==> src/rtl/riscv_core_hazard_ctrl.sv <==
// Hazard controller for the five-stage RV64 core: EX operand forwarding, load-use bubbles,
// branch flushes and (with RISCV_HAZARD_MDU_EN defined) multicycle MUL/DIV stalls.
module riscv_core_hazard_ctrl #(
    parameter int REG_ADDR_W  = 5,
    parameter int STALL_CNT_W = 16
) (
    input  logic                   i_clk,
    input  logic                   i_rst_n,
    input  logic [REG_ADDR_W-1:0]  i_id_rs1_addr,
    input  logic [REG_ADDR_W-1:0]  i_id_rs2_addr,
    input  logic [REG_ADDR_W-1:0]  i_ex_rs1_addr,
    input  logic [REG_ADDR_W-1:0]  i_ex_rs2_addr,
    input  logic [REG_ADDR_W-1:0]  i_ex_rd_addr,
    input  logic                   i_ex_is_load,
    input  logic                   i_ex_mdu_start,
    input  logic                   i_mdu_done,
    input  logic                   i_ex_branch_taken,
    input  logic [REG_ADDR_W-1:0]  i_mem_rd_addr,
    input  logic                   i_mem_reg_write,
    input  logic [REG_ADDR_W-1:0]  i_wb_rd_addr,
    input  logic                   i_wb_reg_write,
    output logic [1:0]             o_fwd_a_sel,
    output logic [1:0]             o_fwd_b_sel,
    output logic                   o_stall_if,
    output logic                   o_stall_id,
    output logic                   o_stall_ex,
    output logic                   o_flush_id,
    output logic                   o_flush_ex,
    output logic                   o_mdu_busy,
    output logic [STALL_CNT_W-1:0] o_stall_cycles
);

    // state    | meaning
    // RUN      | normal issue, hazards detected here
    // LD_STALL | single bubble cycle after a load-use, load now forwarded from MEM
    // MDU_WAIT | holding IF/ID/EX until the MDU result is valid
`ifdef RISCV_HAZARD_MDU_EN
    typedef enum logic [1:0] {RUN = 2'd0, LD_STALL = 2'd1, MDU_WAIT = 2'd2} state_t;
`else
    typedef enum logic [1:0] {RUN = 2'd0, LD_STALL = 2'd1} state_t;
`endif

    state_t state, state_nxt;
    logic   mem_hit_a, mem_hit_b, wb_hit_a, wb_hit_b;
    logic   load_use;
    logic   stall_fe, stall_ex, flush_id, flush_ex;

    assign mem_hit_a = i_mem_reg_write && (i_mem_rd_addr != '0) && (i_mem_rd_addr == i_ex_rs1_addr);
    assign mem_hit_b = i_mem_reg_write && (i_mem_rd_addr != '0) && (i_mem_rd_addr == i_ex_rs2_addr);
    assign wb_hit_a  = i_wb_reg_write && (i_wb_rd_addr != '0) && (i_wb_rd_addr == i_ex_rs1_addr);
    assign wb_hit_b  = i_wb_reg_write && (i_wb_rd_addr != '0) && (i_wb_rd_addr == i_ex_rs2_addr);

    assign o_fwd_a_sel = mem_hit_a ? 2'b10 : (wb_hit_a ? 2'b01 : 2'b00);
    assign o_fwd_b_sel = mem_hit_b ? 2'b10 : (wb_hit_b ? 2'b01 : 2'b00);

    assign load_use = i_ex_is_load && (i_ex_rd_addr != '0) &&
                      ((i_ex_rd_addr == i_id_rs1_addr) || (i_ex_rd_addr == i_id_rs2_addr));

    always_comb begin
        stall_fe  = 1'b0;
        stall_ex  = 1'b0;
        flush_id  = 1'b0;
        flush_ex  = 1'b0;
        state_nxt = state;
        case (state)
            RUN: begin
                if (i_ex_branch_taken) begin
                    flush_id = 1'b1;
                    flush_ex = 1'b1;
                end else if (load_use) begin
                    stall_fe  = 1'b1;
                    flush_ex  = 1'b1;
                    state_nxt = LD_STALL;
                end
`ifdef RISCV_HAZARD_MDU_EN
                // A done pulse coincident with start means a zero-wait op: no stall.
                else if (i_ex_mdu_start && !i_mdu_done) begin
                    stall_fe  = 1'b1;
                    stall_ex  = 1'b1;
                    state_nxt = MDU_WAIT;
                end
`endif
            end
            LD_STALL: state_nxt = RUN;
`ifdef RISCV_HAZARD_MDU_EN
            MDU_WAIT: begin
                if (i_mdu_done) begin
                    state_nxt = RUN;
                end else begin
                    stall_fe = 1'b1;
                    stall_ex = 1'b1;
                end
            end
`endif
            default: state_nxt = RUN;
        endcase
        if (!i_rst_n) begin
            stall_fe = 1'b0;
            stall_ex = 1'b0;
            flush_id = 1'b0;
            flush_ex = 1'b0;
        end
    end

    assign o_stall_if = stall_fe;
    assign o_stall_id = stall_fe;
    assign o_flush_id = flush_id;
    assign o_flush_ex = flush_ex;

`ifdef RISCV_HAZARD_MDU_EN
    assign o_stall_ex = stall_ex;
    assign o_mdu_busy = (state == MDU_WAIT) && i_rst_n;
`else
    logic unused_mdu;
    assign unused_mdu = i_ex_mdu_start ^ i_mdu_done ^ stall_ex;
    assign o_stall_ex = 1'b0;
    assign o_mdu_busy = 1'b0;
`endif

    always_ff @(posedge i_clk or negedge i_rst_n) begin
        if (!i_rst_n) begin
            state          <= RUN;
            o_stall_cycles <= '0;
        end else begin
            state <= state_nxt;
            if (stall_fe && (o_stall_cycles != '1))
                o_stall_cycles <= o_stall_cycles + 1'b1;
        end
    end

endmodule

==> config.mk <==
export PLATFORM = sky130hd
export DESIGN_NAME = riscv_core_hazard_ctrl
export DESIGN_NICKNAME = d
export VERILOG_FILES = /design/src/rtl/riscv_core_hazard_ctrl.sv
export SDC_FILE = /design/constraint.sdc
export NUM_CORES = 1
export LEC_CHECK = 0
export ABC_AREA = 0
export ABC_CLOCK_PERIOD_IN_PS = 5000
export BUFFER_PORTS_ARGS = -buffer_cell sky130_fd_sc_hd__clkbuf_2
export CORE_AREA = 10 10 64 66
export DETAILED_ROUTE_END_ITERATION = 12
export DIE_AREA = 0 0 74 76
export GPL_TIMING_DRIVEN = 1
export PLACE_DENSITY = 0.85
export SETUP_SLACK_MARGIN = 0.1
export SLEW_MARGIN = 20
export SYNTH_ARGS = -nofsm -noshare
export SYNTH_HDL_FRONTEND = slang
export SYNTH_SLANG_ARGS = --single-unit
==> constraint.sdc <==
create_clock -name i_clk -period 5 [get_ports i_clk]
set_input_delay 0.75 -clock i_clk [delete_from_list [all_inputs] [get_ports i_clk]]
set_output_delay 0.75 -clock i_clk [all_outputs]
set_load 0.03 [all_outputs]
==> run metrics, run 1 <==
synthesized instance count around 150; Post-synth EDFFs 0; clock power share roughly a quarter; 1st-iter DRT viols 52; CP startpoint kind input port; maximum vdd ir drop roughly 0.00023 V; final worst-path cycle share 61.7%; final hold viol count 0; Int Pwr between 0.2 and 0.25 mW; layout cell share with drive strength beyond 1 36.2%; mux share of post-synthesis cell area around 1.1%; CP arrival between 2000 and 2500 ps; Root Buffer clkbuf_4; first-pass GRT wire length roughly 6100 um; combinational power share slightly above 30%; CTS Sinks 17; most common cell after layout, fill and taps aside clkbuf_2; routed len/inst approximately 15 um; RSZ-0062 raised after global routing false; post-route insts no fill roughly 240; Post-Synth Adder-Cell Area less than 1%; max cap viols 0; CTS tree done; CP max FO 16; flop-to-flop setup slack between 3000 and 4000 ps; Initial Utilization between 40% and 50%; worst r2r src o_stall_cycles[0]$_DFFE_PN0P_; vias in the first global route between 1000 and 1500; routed vias between 1000 and 1500; Final Max Tran Viols 0; cell taking the most area after synthesis dfrtp_1; most frequent cells in the layout clkbuf_2, xnor2_1, dfrtp_1; slowest stage delay, CP slightly below 600 ps; area delta synth->final 25.9%; register area share after synthesis a little under a third; Post-CTS Resized 0; FF-to-FF path depth 6; cells along the critical path clkbuf_2, xnor2_1, nand3_1, o22ai_2, nand2_1, a21oi_1, clkbuf_2; Avg Cell Area, Syn roughly 9.2 sq um; IO Count 69; Num CTS Buffers 3; largest net degree at the start of global routing 20; number of setup buffers added after CTS 0; Vias/cell about 5.3; TritonRoute pass-1 iters 4; Seq pwr share 46.2%; share of the synthesized area in the top cell type roughly 31%; Core ar. around 3000 sq um; Antenna Nets Post-Route 0; drt total wl 3710 um; Leak between 0.7 and 0.8 nW; # diodes 0; switching portion of total power approximately a third; post-synth cell types 30; CP max-delay cell o22ai_2; status complete, no violations; Post-route DRC 0; setup TNS 0 ps; row count 20; min cycle time layout about 3100 ps; CP endpoint kind output pin; gr usage total a little over an eighth; Synth Cell Area ~1400 sq um; crit-path most repeated cell clkbuf_2; clk buf depth 2; top post-synthesis cells by area dfrtp_1, xnor2_1, xor2_1, nand3_1, nand4_1; Worst Path Required approximately 4300 ps; Worst R2R End o_stall_cycles[9]$_DFFE_PN0P_; Max-slew headroom between 50% and 60%; Hold WC Path Type in -> async; measured slew at the worst slew-check pin approximately 660 ps; worst skew pair latency 300 ps; Synth Warn # 0; height of the die approximately 76 um; simple-gate area share of the yosys netlist ~28%; routability congestion estimate approximately 0.84; # setup viols final 0; PwrDens around 190 nW/um^2; net switching power 0.111 mW; skew final ~5.3 ps; PortBufs 64; Crit Path Category in -> out; Placed Cells incl. Taps approximately 240; clk slew on worst S/H paths ~100 ps; largest family of logic cells by synthesized area XOR/XNOR gates; Die X-Extent around 74 um; hold buffers post-CTS 0; xor and xnor area share after synthesis 29.0%; post-synthesis compound-gate area fraction 5.34%; Max Fclk 324 MHz; die area roughly 5600 sq um; ys async rst share 100%; Detail Placement HPWL ~3100 um; Nets about 260; initial antenna violation count 0; Synth Flop Type dfrtp_1; gr ovfl total 0; H-tree Lvls 1; Seq cells post-synth 17
## stage by stage
stage	worst slack, ps	total power, mW	util (%)	area, sq um	hold slack (ps)
floorplan	1750	0.211	-	1360	422
global placement	1960	0.249	57.5	1680	439
detailed placement	1910	0.253	57.5	1680	456
CTS	1910	0.328	58.4	1710	385
global route	1750	0.348	58.4	1710	398
finish	1910	0.326	58.4	1710	378
## cells by family after synthesis
logic type,count (synthesis)
AND/OR/NAND/NOR,65
multiplexers,1
other,1
buffers and inverters,9
adder cells (fa/ha/maj),1
flip-flops,17
XOR/XNOR,45
AO/OA/AOI/OAI,8
## state kept, by name, indices dropped and copies added, names as in the netlist
name            cells
o_stall_cycles     16
state               1
## worst max path at each step
stage,from,cells past startpoint,endpoint,slack (ps)
finish,i_ex_rd_addr[4],7,o_flush_ex,1910
global route,i_ex_rd_addr[4],7,o_stall_if,1750
CTS,i_ex_rd_addr[4],7,o_flush_ex,1910
floorplan,i_mem_rd_addr[1],4,o_fwd_a_sel[0],1750
detailed placement,i_ex_rd_addr[4],7,o_flush_ex,1910
global placement,i_ex_rd_addr[2],7,o_flush_ex,1960
## metal layers
layer  wire, um  track usage (%)  vias to the layer above
met5          0                0                        -
met4         38             4.29                        0
met3        399             5.34                        5
met2       1810             21.5                       50
met1       1470             14.8                      600
li1           -                -                      643
## worst max-delay path: cells and delay by family
family                 cells  cell delay (ps)
AO/OA/AOI/OAI              2              770
XOR/XNOR                   1              150
buffers and inverters      2              330
AND/OR/NAND/NOR            2              330
## cell type report
| cell class | count | area [sq um] |
|---|---|---|
| clock buffer | 4 | 26.3 |
| fill | 264 | 1220 |
| inverter | 2 | 7.51 |
| timing repair buffer | 65 | 328 |
| multi-input combinational | 122 | 882 |
| tap | 33 | 41.3 |
| sequential | 17 | 425 |
## synth_stat cells, drive strengths merged (2+ instances only)
master   n
nand4   10
a21oi    3
or4      5
dfrtp   17
and3     6
xnor2   31
nor4     6
nor3     6
o21ai    3
xor2    14
nand2b   3
and4     2
nand3   14
buf      7
nand2    8
nor2     3
inv      2
## power by group through the flow
| stage | logic (mW) | registers, mW | clock network [mW] |
|---|---|---|---|
| after CTS | 0.0999 | 0.151 | 0.0770 |
| after floorplan | 0.0479 | 0.163 | 0 |
| after global placement | 0.0965 | 0.153 | 0 |
| after global routing | 0.109 | 0.153 | 0.0866 |
| after detailed placement | 0.0996 | 0.154 | 0 |
| final | 0.0988 | 0.151 | 0.0764 |
Power figures use the tool's default switching activity.
==> inputs of run 2 (changes only) <==
ABC_AREA = 1   (was 0)
ABC_CLOCK_PERIOD_IN_PS = 2900   (was 5000)
CORE_AREA = 10 10 70 72   (was 10 10 64 66)
DIE_AREA = 0 0 80 82   (was 0 0 74 76)
PLACE_DENSITY = 0.81   (was 0.85)
clock period = 2.9 ns   (was 5 ns; I/O delays follow)
==> run 2 against run 1 <==
Critical path depth fell by 3. Largest power group is now combinational logic. Largest cell class unchanged. Register-to-register slack got worse by 2300 ps. Highest routed layer unchanged. Global-route usage rose by 0.21 points. Count of clock-buffer cells in the layout did not move.
==> run metrics, run 2 <==
measured slew at the worst slew-check pin 511 ps (was 664 ps); ys async rst share 100% (unchanged); CTS tree done (unchanged); FF-to-FF path depth 7 (was 6); skew final 3.74 ps (was 5.28 ps); routed len/inst 11.9 um (was 15.3 um); Vias/cell 4.80 (was 5.34); first-pass GRT wire length 7380 um (was 6080 um); Biggest register o_stall_cycles (unchanged); flop-to-flop setup slack 850 ps (was 3100 ps); height of the die 82 um (was 76 um); Initial Utilization 47.3% (was 46.4%); gr ovfl total 0 (unchanged); die area 6560 sq um (was 5620 sq um); Crit Path Category reg -> out (was in -> out); Hold WS 139 ps (was 378 ps); cell taking the most area after synthesis dfrtp_1 (unchanged); register area share after synthesis 25.1% (was 31.3%); clk slew on worst S/H paths 100 ps (about the same); final hold viol count 0 (unchanged); min cycle time layout about 2200 ps; fillers 362 (was 264); worst r2r src o_stall_cycles[1]$_DFFE_PN0P_ (was o_stall_cycles[0]$_DFFE_PN0P_); largest net degree at the start of global routing 19 (was 20); PwrDens 690 nW/um^2 (was 191 nW/um^2); met2 Usage GRT 25.5% (was 21.5%); Worst Setup SP state[0]$_DFFE_PN0P_ (was i_ex_rd_addr[4]); Core ar. 3580 sq um (was 2930 sq um); Final Max Tran Viols 0 (unchanged); routed vias 1700 (was 1298); max reg flops 16 (unchanged); routability congestion estimate 0.973 (was 0.844); H-tree Lvls 1 (unchanged); RSZ-0062 raised after global routing false (unchanged); post-synth cell types 28 (was 30); IO Count 69 (unchanged); Sequential Area 425 sq um (unchanged); 1st-iter DRT viols 135 (was 52); most frequent cell after synthesis nand2_1 (was xnor2_1); Max-slew headroom 65.8% (was 55.7%); Worst Path Required 2470 ps (was 4250 ps); gr usage total 13.4% (was 13.1%); area delta synth->final 20.3% (was 25.9%); Synth Cell Area 1690 sq um (was 1360 sq um); Hold WC Path Type in -> async (unchanged); cells along the critical path nor2_1, nand3_4, nor2_8, clkbuf_2 (was clkbuf_2, xnor2_1, nand3_1, o22ai_2, nand2_1, a21oi_1, clkbuf_2); CTS Sinks 17 (unchanged); Synth Flop Type dfrtp_1 (unchanged); Detail Placement HPWL 3600 um (was 3120 um); Seq cells post-synth 17 (unchanged); number of setup buffers added after CTS 0 (unchanged); CP endpoint kind output pin (unchanged); max cap viols 0 (unchanged); row count 22 (was 20); clk buf depth 2 (unchanged); TritonRoute pass-1 iters 4 (unchanged); CP max FO 18 (was 16); hold buffers post-CTS 0 (unchanged); CP startpoint kind register (was input port); setup TNS 0 ps (unchanged); biggest regs o_stall_cycles: 16 flops, state: 1 flops (unchanged); maximum vdd ir drop 0.000347 V (was 0.000232 V); Post-synth EDFFs 0 (unchanged); Overall Power 1.41 mW (was 0.326 mW); initial antenna violation count 0 (unchanged); synth cell count leaders nand2_1, inv_1, nand3_1, nor2_1, dfrtp_1 (was xnor2_1, dfrtp_1, xor2_1, nand3_1, nand4_1); final worst-path cycle share between 70% and 80%; slowest stage delay, CP 390 ps (was 590 ps); most frequent cells in the layout clkbuf_2, nand2_1, inv_1 (was clkbuf_2, xnor2_1, dfrtp_1); area of the multi-input gates 1010 sq um (was 882 sq um); worst skew pair latency 290 ps (was 300 ps); Post-CTS Resized 0 (unchanged); CP arrival 1750 ps (was 2340 ps); Nets 351 (was 255); status complete, no violations (unchanged); drt total wl 4220 um (was 3710 um); Num CTS Buffers 3 (unchanged); Max Fclk approximately 460 MHz; Leak 1.19 nW (was 0.791 nW); CP max-delay cell dfrtp_1 (was o22ai_2); met3 usage 2.84% (was 5.34%); GRT busiest layer met2 (unchanged); # diodes 0 (unchanged); Root Buffer clkbuf_4 (unchanged); vias in the first global route 1736 (was 1343); grt met1 use 14.8% (about the same); Antenna Nets Post-Route 0 (unchanged); top post-synthesis cells by area dfrtp_1, nand2_1, inv_1, xnor2_1, o21bai_1 (was dfrtp_1, xnor2_1, xor2_1, nand3_1, nand4_1); PortBufs 64 (unchanged); # setup viols final 0 (unchanged); layout cell share with drive strength beyond 1 29.4% (was 36.2%); Synth Warn # 0 (unchanged); Post-route DRC 0 (unchanged); Die X-Extent 80 um (was 74 um); Avg Cell Area, Syn 6.94 sq um (was 9.24 sq um); synthesized instance count 244 (was 147); share of the synthesized area in the top cell type 25.1% (was 31.3%); most common cell after layout, fill and taps aside clkbuf_2 (unchanged); Worst R2R End o_stall_cycles[14]$_DFFE_PN0P_ (was o_stall_cycles[9]$_DFFE_PN0P_)
-- run 2: cell count changes in the layout (fill, tap and decap cells not counted), moves of 4 or more --
cell,change
and3_1,-6
inv_1,+42
inv_2,+5
nand2_1,+49
nand3_1,+6
nand3_2,+8
nand4_1,-6
nor2_1,+15
nor4_1,-6
o21bai_1,+16
or4_1,-4
xnor2_1,-17
-- run 2: metal layers --
layer,share of wire [%],up-vias
met4,0.69,0
li1,-,877
met2,53,31
met1,41,788
met5,0,-
met3,4.6,4
-- run 2: report_power, final --
group          switching (mW)  internal (mW)
combinational           0.586          0.283
clock                  0.0731         0.0534
sequential             0.0899          0.320
total                   0.749          0.657
-- run 2: logic make-up (layout without fill, tap and decap cells) --
family | Yosys count | in the layout | share of synthesized area, %
buffers and inverters | 58 | 119 | 15.4
AND/OR/NAND/NOR | 122 | 122 | 36.8
adder cells (fa/ha/maj) | 1 | 1 | 0.739
flip-flops | 17 | 17 | 25.1
AO/OA/AOI/OAI | 19 | 19 | 8.20
XOR/XNOR | 26 | 26 | 13.5
other | 1 | 2 | 0.222
-- run 2: area by class of cell --
class                   instances  area share (%)
multi-input cells             170            49.6
inverters                      50            9.21
repair buffers                 65            16.1
flip-flops and latches         17            20.9
well taps                      48            2.95
clock buffers                   4            1.29
-- run 2: critical path: cells and delay by family, from the launching register on --
kind,cells,cell delay (ps)
buffers and inverters,1,270
flip-flops,1,390
AND/OR/NAND/NOR,3,800
-- run 2: through the flow --
stage	worst slack, ps	utilization (%)	std cells	instance area, sq um
5_1_grt	581	56.9	354	2040
2_1_floorplan	936	-	245	1700
4_1_cts	684	56.9	354	2040
6_report	711	56.9	354	2040
3_5_place_dp	752	56.2	350	2010
3_3_place_gp	761	56.2	350	2010
-- run 2: worst max-delay path by stage --
stage | endpoint | slack [ps] | cells after the start
6_report | o_stall_id | 710 | 4
5_1_grt | o_stall_id | 580 | 4
4_1_cts | o_stall_id | 680 | 4
3_5_place_dp | o_stall_id | 750 | 10
3_3_place_gp | o_stall_id | 760 | 10
2_1_floorplan | o_fwd_a_sel[0] | 940 | 4
